**src/rtl/fetch_queue.sv**
```systemverilog
// Instruction fetch front end: holds the fetch PC, issues in-order word requests, buffers returned words for the decoder.
// Latency: a response enqueued in cycle N is presented on out* in cycle N+1 (no bypass); 1 instr/cycle sustained with 1-cycle memory.
// Backpressure: requests are credit-limited so buffered + in-flight + stale never exceeds DEPTH; outReady low stalls fetch once credit is used up.
//
// Ports:
//   clk, rst                              clock, synchronous active-high reset
//   imemReqValid/Ready/Addr               word request toward instruction memory (addr[1:0] always 0)
//   imemRespValid/Data/Err                in-order response, Err marks an access fault
//   redirectValid/redirectPc              flush everything and restart fetching at redirectPc
//   outValid/outReady/outEnc/outPc/outFetchErr   FIFO head toward the decoder (outEnc is an Instr::enc_t word)
module fetch_queue #(
    parameter logic [31:0] RESET_PC = 32'h0000_0000,
    parameter int          DEPTH    = 4
) (
    input  logic        clk,
    input  logic        rst,
    output logic        imemReqValid,
    input  logic        imemReqReady,
    output logic [31:0] imemReqAddr,
    input  logic        imemRespValid,
    input  logic [31:0] imemRespData,
    input  logic        imemRespErr,
    input  logic        redirectValid,
    input  logic [31:0] redirectPc,
    output logic        outValid,
    input  logic        outReady,
    output logic [31:0] outEnc,
    output logic [31:0] outPc,
    output logic        outFetchErr
);
    localparam int AW = $clog2(DEPTH);
    localparam int CW = AW + 1;

    logic [31:0]      pc;

    // Data FIFO toward the decoder.
    logic [31:0]      q_enc [DEPTH];
    logic [31:0]      q_pc  [DEPTH];
    logic [DEPTH-1:0] q_err;
    logic [AW-1:0]    q_head;
    logic [AW-1:0]    q_tail;
    logic [CW-1:0]    count;

    // PCs of accepted requests, popped in order as responses return.
    logic [31:0]      f_pc [DEPTH];
    logic [AW-1:0]    f_head;
    logic [AW-1:0]    f_tail;
    logic [CW-1:0]    inflight;

    // Responses still owed from requests issued before the last redirect.
    logic [CW-1:0]    stale;
    logic             halted;

    logic [CW+1:0]    credit_used;
    logic             req_fire;
    logic             resp_live;
    logic             resp_stale;
    logic             resp_any;
    logic             deq;

    assign credit_used  = {2'b00, count} + {2'b00, inflight} + {2'b00, stale};
    assign imemReqValid = !rst && !halted && !redirectValid && (credit_used < (CW+2)'(DEPTH));
    assign imemReqAddr  = pc;
    assign req_fire     = imemReqValid && imemReqReady;

    // A response with nothing owed is ignored rather than corrupting the counters.
    assign resp_stale   = imemRespValid && (stale != '0);
    assign resp_live    = imemRespValid && (stale == '0) && (inflight != '0);
    assign resp_any     = resp_stale || resp_live;

    assign outValid     = !rst && (count != '0);
    assign outPc        = outValid ? q_pc[q_head] : 32'h0;
    assign outEnc       = (outValid && !q_err[q_head]) ? q_enc[q_head] : 32'h0;
    assign outFetchErr  = outValid && q_err[q_head];
    assign deq          = outValid && outReady;

    always_ff @(posedge clk) begin
        if (rst) begin
            pc       <= RESET_PC;
            q_head   <= '0;
            q_tail   <= '0;
            count    <= '0;
            f_head   <= '0;
            f_tail   <= '0;
            inflight <= '0;
            stale    <= '0;
            halted   <= 1'b0;
        end else if (redirectValid) begin
            // Everything outstanding becomes stale; a response this cycle pays one of them off.
            pc       <= {redirectPc[31:2], 2'b00};
            q_head   <= '0;
            q_tail   <= '0;
            count    <= '0;
            f_head   <= '0;
            f_tail   <= '0;
            inflight <= '0;
            stale    <= stale + inflight - CW'(resp_any);
            halted   <= 1'b0;
        end else begin
            if (req_fire) begin
                pc     <= pc + 32'd4;
                f_tail <= f_tail + 1'b1;
            end
            if (resp_stale) begin
                stale <= stale - 1'b1;
            end
            if (resp_live) begin
                q_tail <= q_tail + 1'b1;
                f_head <= f_head + 1'b1;
                if (imemRespErr) begin
                    halted <= 1'b1;
                end
            end
            if (deq) begin
                q_head <= q_head + 1'b1;
            end
            inflight <= inflight + CW'(req_fire) - CW'(resp_live);
            count    <= count + CW'(resp_live) - CW'(deq);
        end
    end

    // Storage needs no reset: the pointers and counters decide what is valid.
    always_ff @(posedge clk) begin
        if (req_fire) begin
            f_pc[f_tail] <= pc;
        end
        if (resp_live) begin
            q_enc[q_tail] <= imemRespData;
            q_pc[q_tail]  <= f_pc[f_head];
            q_err[q_tail] <= imemRespErr;
        end
    end
endmodule

```
**config.mk**
```make
export PLATFORM = sky130hd
export DESIGN_NAME = fetch_queue
export DESIGN_NICKNAME = d
export VERILOG_FILES = /design/src/rtl/fetch_queue.sv
export SDC_FILE = /design/constraint.sdc
export NUM_CORES = 1
export LEC_CHECK = 0
export CAP_MARGIN = 20
export CORE_AREA = 2 2 241 243
export CTS_CLUSTER_DIAMETER = 100
export CTS_CLUSTER_SIZE = 10
export DETAILED_ROUTE_END_ITERATION = 10
export DIE_AREA = 0 0 243 245
export GPL_ROUTABILITY_DRIVEN = 0
export GPL_TIMING_DRIVEN = 0
export PLACE_DENSITY = 0.49
export SETUP_SLACK_MARGIN = 0.4
export SYNTH_ARGS = -nofsm -noshare
export SYNTH_HDL_FRONTEND = slang
export SYNTH_SLANG_ARGS = --single-unit
```
**constraint.sdc**
```tcl
create_clock -name clk -period 4.9 [get_ports clk]
set_input_delay 0.98 -clock clk [delete_from_list [all_inputs] [get_ports clk]]
set_output_delay 0.98 -clock clk [all_outputs]
set_load 0.03 [all_outputs]
```
==> metrics.txt, run 1 <==
busiest layer in global routing met2; TritonRoute pass-1 iters 4; final max-slew violation count 0; source-to-sink clock delay at the later pin of the worst-skew pair 0.58 ns; post-detailed-routing wire length 40400 um; floorplan row count 88; worst slew slack as a fraction of its limit 39.6%; switching portion of total power 21.9%; max-capacitance violation count 0; power density over cell area 367 mW/mm^2; part of the total power dissipated in the clock network 40.6%; count of antenna diodes in the layout 0; pin count of the biggest net entering global routing 46; most frequently used flop master after synthesis sky130_fd_sc_hd__edfxtp_1; startpoint of the worst register-to-register path count[1]; Layout area overhead 24.2%; CTS buffer count 48; Wirelength per Cell 20.8 um; total congestion overflow 0; number of top-level design ports 170; Design Power 7.72 mW; post-synthesis area per instance 18.2 um^2; GRT Overall Usage 13.7%; number of unique standard cell types used by synthesis 65; number of buffers between clock root and the deepest sink 3; kind of launch point of the worst setup path input pin; internal cell power 6.03 mW; worst hold path class reg -> reg; leading post-synthesis cells by instance count sky130_fd_sc_hd__edfxtp_1, sky130_fd_sc_hd__mux4_2, sky130_fd_sc_hd__dfxtp_1; Synth top area share 66.0%; standard cell core area 0.0570 mm^2; Post-DP HPWL 26400 um; Layout fillers 5442; floorplan die width 243 um; maximum fanout along the worst path 10; summed negative setup slack over all endpoints 0 ns; worst-case setup margin in the final layout 0.529 ns; Critical Path RT 3.92 ns; proportion of synthesized chip area in sequential cells 72.1%; classification of the worst setup path in -> out; Post-synth EDFFs 372; CTS tree yes; met3 Usage GRT 3.16%; port bufs 163; worst reg-to-reg path cell count 16; final worst path period share 89.2%; GR met1 Demand/Resource 18.0%; unrepaired setup endpoints after global routing yes; DP Area 0.0197 mm^2; vias in the first global route 9501; clock transition at the registers of the reported paths 0.06 ns; Initial Utilization 29.7%; main area contributors after synthesis sky130_fd_sc_hd__edfxtp_1, sky130_fd_sc_hd__mux4_2, sky130_fd_sc_hd__dfxtp_1; arrival time of data at the critical path endpoint 3.39 ns; total vias in the final route 9016; number of synthesized register bits 424; reg-to-reg slack, setup 0.81 ns; Leak Pwr 6.53 nW; number of antenna violations at the first check in global routing 0; synthesized instance count 930; post-layout minimum cycle time 4.37 ns; area of the mapped netlist 0.0169 mm^2; share of total power in sequential cells 52.7%; worst setup slack after placement -0.0178 ns; remaining antenna violation count after routing 0; worst clock skew 0.0209 ns; critical path endpoint category output pin; Logic pwr share 6.8%; net count of the finished layout 1249; switching power 1.69 mW; ratio of cells with drive above 1 in the final layout 16.9%; number of design-rule violations left by the first detailed-router iteration 487; cell area after layout 0.0210 mm^2; Root Buffer Master sky130_fd_sc_hd__clkbuf_16; endpoint of the worst-slack reg-to-reg timing path inflight[2]; number of levels in the clock H-tree 2; hold worst-path end f_tail[1]; mean number of vias per cell 4.65; library cell occupying the most area in the post-synthesis netlist sky130_fd_sc_hd__edfxtp_1; DRC violation count after routing 0; worst vdd ir 215 uV; Global Route met2 Usage 22.7%; most frequently used cell type in the post-synthesis netlist sky130_fd_sc_hd__edfxtp_1; hold_ws 0.497 ns; share of flip-flops with an asynchronous set or reset after synthesis 0%; global-route wire length before repair 60900 um; number of hold violations in the final report 0; Achievable Freq 229 MHz; result of the run complete, no violations; final setup violation count 0; transition time of the tightest slew-check pin 0.905 ns; CTS Sinks 424; Hold Path Cell Cnt 2; yosys synthesis warning count 0; die footprint 0.0595 mm^2; die extent in y 245 um; hold path startpoint f_tail[1]
state kept, by name, summed over array words and instances, names as in the netlist, named ones only:
| signal | cells |
|---|---|
| count | 3 |
| f_head | 2 |
| f_pc | 120 |
| f_tail | 2 |
| halted | 1 |
| imemReqAddr | 30 |
| inflight | 3 |
| q_enc | 128 |
| q_err | 4 |
| q_head | 2 |
| q_pc | 120 |
| q_tail | 2 |
| stale | 3 |
final cells by class:
cell class	instances	area (um^2)	area share [%]
Timing Repair Buffer	169	1780	8.48
Clock inverter	3	33.8	0.161
Multi-Input combinational cell	433	4440	21.1
Buffer	47	218	1.04
Tap cell	765	957	4.55
Inverter	29	109	0.518
Clock buffer	69	1280	6.09
Sequential cell	424	12200	58.1
cells in the final DEF (no fill, tap or decap), types with 5 or more instances in the layout:
master | netlist | final
sky130_fd_sc_hd__inv_1 | 28 | 28
sky130_fd_sc_hd__nor2_1 | 29 | 28
sky130_fd_sc_hd__dfxtp_1 | 52 | 52
sky130_fd_sc_hd__or4_1 | 8 | 8
sky130_fd_sc_hd__nand3_1 | 13 | 13
sky130_fd_sc_hd__a21oi_1 | 13 | 13
sky130_fd_sc_hd__a31oi_1 | 15 | 15
sky130_fd_sc_hd__nor2b_1 | 34 | 34
sky130_fd_sc_hd__edfxtp_1 | 372 | 372
sky130_fd_sc_hd__and2_1 | 43 | 39
sky130_fd_sc_hd__nand4_1 | 9 | 9
sky130_fd_sc_hd__ha_1 | 20 | 20
sky130_fd_sc_hd__o311ai_1 | 8 | 8
sky130_fd_sc_hd__o211ai_1 | 9 | 9
sky130_fd_sc_hd__xnor2_1 | 12 | 12
sky130_fd_sc_hd__clkdlybuf4s50_1 | 0 | 161
sky130_fd_sc_hd__clkbuf_16 | 0 | 48
sky130_fd_sc_hd__fa_1 | 6 | 6
sky130_fd_sc_hd__clkbuf_1 | 27 | 46
sky130_fd_sc_hd__nor3_1 | 5 | 5
sky130_fd_sc_hd__mux4_2 | 93 | 93
sky130_fd_sc_hd__or3_1 | 12 | 11
sky130_fd_sc_hd__nand2_1 | 42 | 42
sky130_fd_sc_hd__buf_2 | 14 | 14
power groups by stage:
stage                     clock, mW  sequential (mW)  combinational [mW]
final                          3.13             4.07               0.523
after global routing           3.39             4.07               0.578
after CTS                      3.25             4.07               0.536
after detailed placement          0             4.14               0.534
after global placement            0             4.14               0.519
after floorplan                   0             4.15               0.285
worst max path at each step:
| stage | endpoint | slack, ns | cells after the start | startpoint |
|---|---|---|---|---|
| 2_1_floorplan | inflight[2] | 1.34 | 16 | count[1] |
| 3_3_place_gp | q_enc[0][11] | -0.90 | 4 | imemRespValid |
| 3_5_place_dp | outPc[13] | -0.02 | 5 | rst |
| 4_1_cts | outEnc[16] | 0.43 | 5 | rst |
| 5_1_grt | outPc[13] | 0.38 | 5 | rst |
| 6_report | outEnc[14] | 0.53 | 5 | rst |
through the flow:
stage | std cells | utilization [%]
2_1_floorplan | 933 | -
3_3_place_gp | 1861 | 34.2
3_5_place_dp | 1867 | 34.5
5_1_grt | 1939 | 36.9
6_report | 1939 | 36.9
4_1_cts | 1939 | 36.9
kinds of logic (layout without fill, tap and decap cells):
kind of cell / Yosys count / after routing / share of synthesized area (%)
fa+ha+maj: 26 / 26 / 2.19
simple gates: 221 / 221 / 7.37
flops: 424 / 424 / 72.1
xor+xnor: 14 / 14 / 0.724
other cells: 1 / 4 / 0.0222
mux: 94 / 94 / 12.4
compound gates: 74 / 74 / 3.24
buf+inv: 76 / 317 / 1.88
critical path, cell delays in order:
cell,delay (ns)
sky130_fd_sc_hd__clkdlybuf4s50_1,0.59
sky130_fd_sc_hd__or3_4,0.54
sky130_fd_sc_hd__clkbuf_1,0.32
sky130_fd_sc_hd__nor2b_1,0.25
sky130_fd_sc_hd__clkdlybuf4s50_1,0.69
what timing repair did:
| item | 4_1_cts | 5_1_grt |
|---|---|---|
| cloned | 0 | 0 |
| resized for setup | 7 | 2 |
| hold buffers | 0 | 0 |
| setup buffers | 0 | 0 |
| endpoints found under the setup margin | 62 | 3 |
routing by layer:
layer	share of wire (%)	wire length, um	up-vias
li1	-	-	4113
met1	43	17500	4608
met2	48	19500	240
met3	6.0	2420	55
met4	2.4	972	0
met5	0	0	-
(Power assumes the default switching activity.)
==> run 2: changes to the inputs <==
--- a/config.mk
+++ b/config.mk
@@ -6,15 +6,16 @@
 export NUM_CORES = 1
 export LEC_CHECK = 0
 export CAP_MARGIN = 20
-export CORE_AREA = 2 2 241 243
+export CORE_AREA = 2 2 197 199
 export CTS_CLUSTER_DIAMETER = 100
 export CTS_CLUSTER_SIZE = 10
 export DETAILED_ROUTE_END_ITERATION = 10
-export DIE_AREA = 0 0 243 245
+export DIE_AREA = 0 0 199 201
 export GPL_ROUTABILITY_DRIVEN = 0
 export GPL_TIMING_DRIVEN = 0
-export PLACE_DENSITY = 0.49
+export PLACE_DENSITY = 0.67
 export SETUP_SLACK_MARGIN = 0.4
+export SLEW_MARGIN = 20
 export SYNTH_ARGS = -nofsm -noshare
 export SYNTH_HDL_FRONTEND = slang
 export SYNTH_SLANG_ARGS = --single-unit
==> run 2 against run 1 <==
Critical path depth increased by 1. Global-route usage rose by 4.6 points. Count of clock-buffer cells in the layout did not move. Utilization is 18 points higher.
==> metrics.txt, run 2 (synthesis gave the netlist of run 1 again) <==
remaining antenna violation count after routing 0; number of antenna violations at the first check in global routing 0; maximum fanout along the worst path 10; total vias in the final route 9073; final worst path period share 89.0%; transition time of the tightest slew-check pin 0.831 ns; number of setup buffers added after CTS 0; Critical Path RT 3.92 ns; Hold Path Cell Cnt 2; post-layout minimum cycle time 4.36 ns; vias in the first global route 9470; number of buffers between clock root and the deepest sink 3; final core utilization 54.6%; hold path startpoint f_tail[1]; registers with the most flip-flops q_enc x128, f_pc x120, q_pc x120; critical path endpoint category output pin; max-capacitance violation count 0; Leak Pwr 6.55 nW; max FFs per register 128; endpoint of the worst-slack reg-to-reg timing path inflight[2]; kind of launch point of the worst setup path input pin; pin count of the biggest net entering global routing 46; power density over cell area 370 mW/mm^2; Wirelength per Cell 21.0 um; worst path buffer plus inverter count 4; DRC violation count after routing 0; die extent in y 201 um; CP Cell Sequence clkdlybuf4s50_1 > nor2_2 > buf_6 > clkbuf_1 > and2_1 > clkdlybuf4s50_1; total congestion overflow 0; ratio of cells with drive above 1 in the final layout 17.0%; CTS tree yes; final setup violation count 0; Worst path slowest cell sky130_fd_sc_hd__clkdlybuf4s50_1; Post-DP HPWL 23400 um; CP Capture Point outPc[9]; Critical path origin rst; classification of the worst setup path in -> out; commonest cells after routing, fill and taps aside sky130_fd_sc_hd__edfxtp_1, sky130_fd_sc_hd__clkdlybuf4s50_1, sky130_fd_sc_hd__mux4_2; worst hold path class reg -> reg; worst vdd ir 245 uV; number of levels in the clock H-tree 2; result of the run complete, no violations; count of antenna diodes in the layout 0; source-to-sink clock delay at the later pin of the worst-skew pair 0.56 ns; standard cell core area 0.0381 mm^2; arrival time of data at the critical path endpoint 3.38 ns; number of hold violations in the final report 0; Initial Utilization 44.4%; mean number of vias per cell 5.35; maximum cell stage delay along the critical path 0.74 ns; worst reg-to-reg path cell count 16; Achievable Freq 229 MHz; Most common cell on crit path sky130_fd_sc_hd__clkdlybuf4s50_1; GRT Overall Usage 18.3%; WP depth 6; floorplan die width 199 um; Layout area overhead 22.9%; Biggest register q_enc; reg-to-reg slack, setup 0.92 ns; number of top-level design ports 170; CTS Sinks 424; die footprint 0.0400 mm^2; final max-slew violation count 0; post-detailed-routing wire length 35700 um; worst clock skew 0.0255 ns; TritonRoute pass-1 iters 5; global-route wire length before repair 55300 um; worst slew slack as a fraction of its limit 44.4%; worst-case setup margin in the final layout 0.538 ns; Root Buffer Master sky130_fd_sc_hd__clkbuf_16; clock transition at the registers of the reported paths 0.05 ns; CTS buffer count 48; most common library cell in the layout ignoring fill and taps sky130_fd_sc_hd__edfxtp_1; worst setup slack after placement 0.374 ns; startpoint of the worst register-to-register path count[1]; net count of the finished layout 1252; unrepaired setup endpoints after global routing no; number of design-rule violations left by the first detailed-router iteration 618; port bufs 163; floorplan row count 72; Top delay family on crit path buffers and inverters
-- run 2: worst reg2reg max path, cell delays in order (launching register included) --
cell	delay, ns
sky130_fd_sc_hd__dfxtp_1	0.39
sky130_fd_sc_hd__inv_1	0.11
sky130_fd_sc_hd__fa_1	0.50
sky130_fd_sc_hd__nor2_1	0.16
sky130_fd_sc_hd__fa_1	0.47
sky130_fd_sc_hd__nor4_4	0.20
sky130_fd_sc_hd__nand2_2	0.17
sky130_fd_sc_hd__nor2_4	0.24
sky130_fd_sc_hd__inv_2	0.10
sky130_fd_sc_hd__buf_2	0.23
sky130_fd_sc_hd__ha_1	0.32
sky130_fd_sc_hd__inv_1	0.04
sky130_fd_sc_hd__ha_1	0.18
sky130_fd_sc_hd__fa_1	0.39
sky130_fd_sc_hd__xnor2_1	0.19
sky130_fd_sc_hd__xnor2_1	0.13
sky130_fd_sc_hd__nor2_1	0.05
-- run 2: layer usage --
metal | track usage (%) | up-vias | routed length (um)
li1 | - | 4130 | -
met1 | 25.5 | 4592 | 15300
met2 | 29.6 | 301 | 17300
met4 | 5.14 | 0 | 772
met3 | 3.43 | 50 | 2290
met5 | 0 | - | 0
-- run 2: repair_timing --
item | in CTS | in global routing
setup endpoints to repair | 5 | 1
resized for setup | 2 | 1
hold endpoints to repair | 0 | 0
hold buffers | 0 | 0
-- run 2: final cells by class --
class / count / area [um^2]
Tap cell: 518 / 648
Buffer: 47 / 209
Inverter: 29 / 109
Fill cell: 2994 / 17300
Timing Repair Buffer: 172 / 1860
Clock inverter: 3 / 26.3
Multi-Input combinational cell: 433 / 4430
Sequential cell: 424 / 12200
Clock buffer: 69 / 1300
-- run 2: power breakdown --
part | switching [mW] | internal (mW) | total, mW
clock network | 1.29 | 1.82 | 3.11
logic | 0.276 | 0.239 | 0.515
registers | 0.0623 | 4.00 | 4.06
-- run 2: per-stage QoR --
step | hold WS, ns | cell area, um^2 | instances | setup TNS [ns] | power [mW]
3_3_place_gp | 0.481 | 19200 | 1614 | -143.39 | 4.64
5_1_grt | 0.557 | 20800 | 1695 | 0 | 7.99
2_1_floorplan | 0.469 | 16900 | 933 | 0 | 4.43
4_1_cts | 0.502 | 20800 | 1695 | 0 | 7.79
3_5_place_dp | 0.495 | 19500 | 1623 | 0 | 4.66
6_report | 0.498 | 20800 | 1695 | 0 | 7.69
-- run 2: how the worst min path moves through the flow --
stage,endpoint
5_1_grt,f_tail[1]
3_3_place_gp,f_tail[1]
6_report,f_tail[1]
3_5_place_dp,f_tail[1]
4_1_cts,f_tail[1]
2_1_floorplan,f_tail[1]
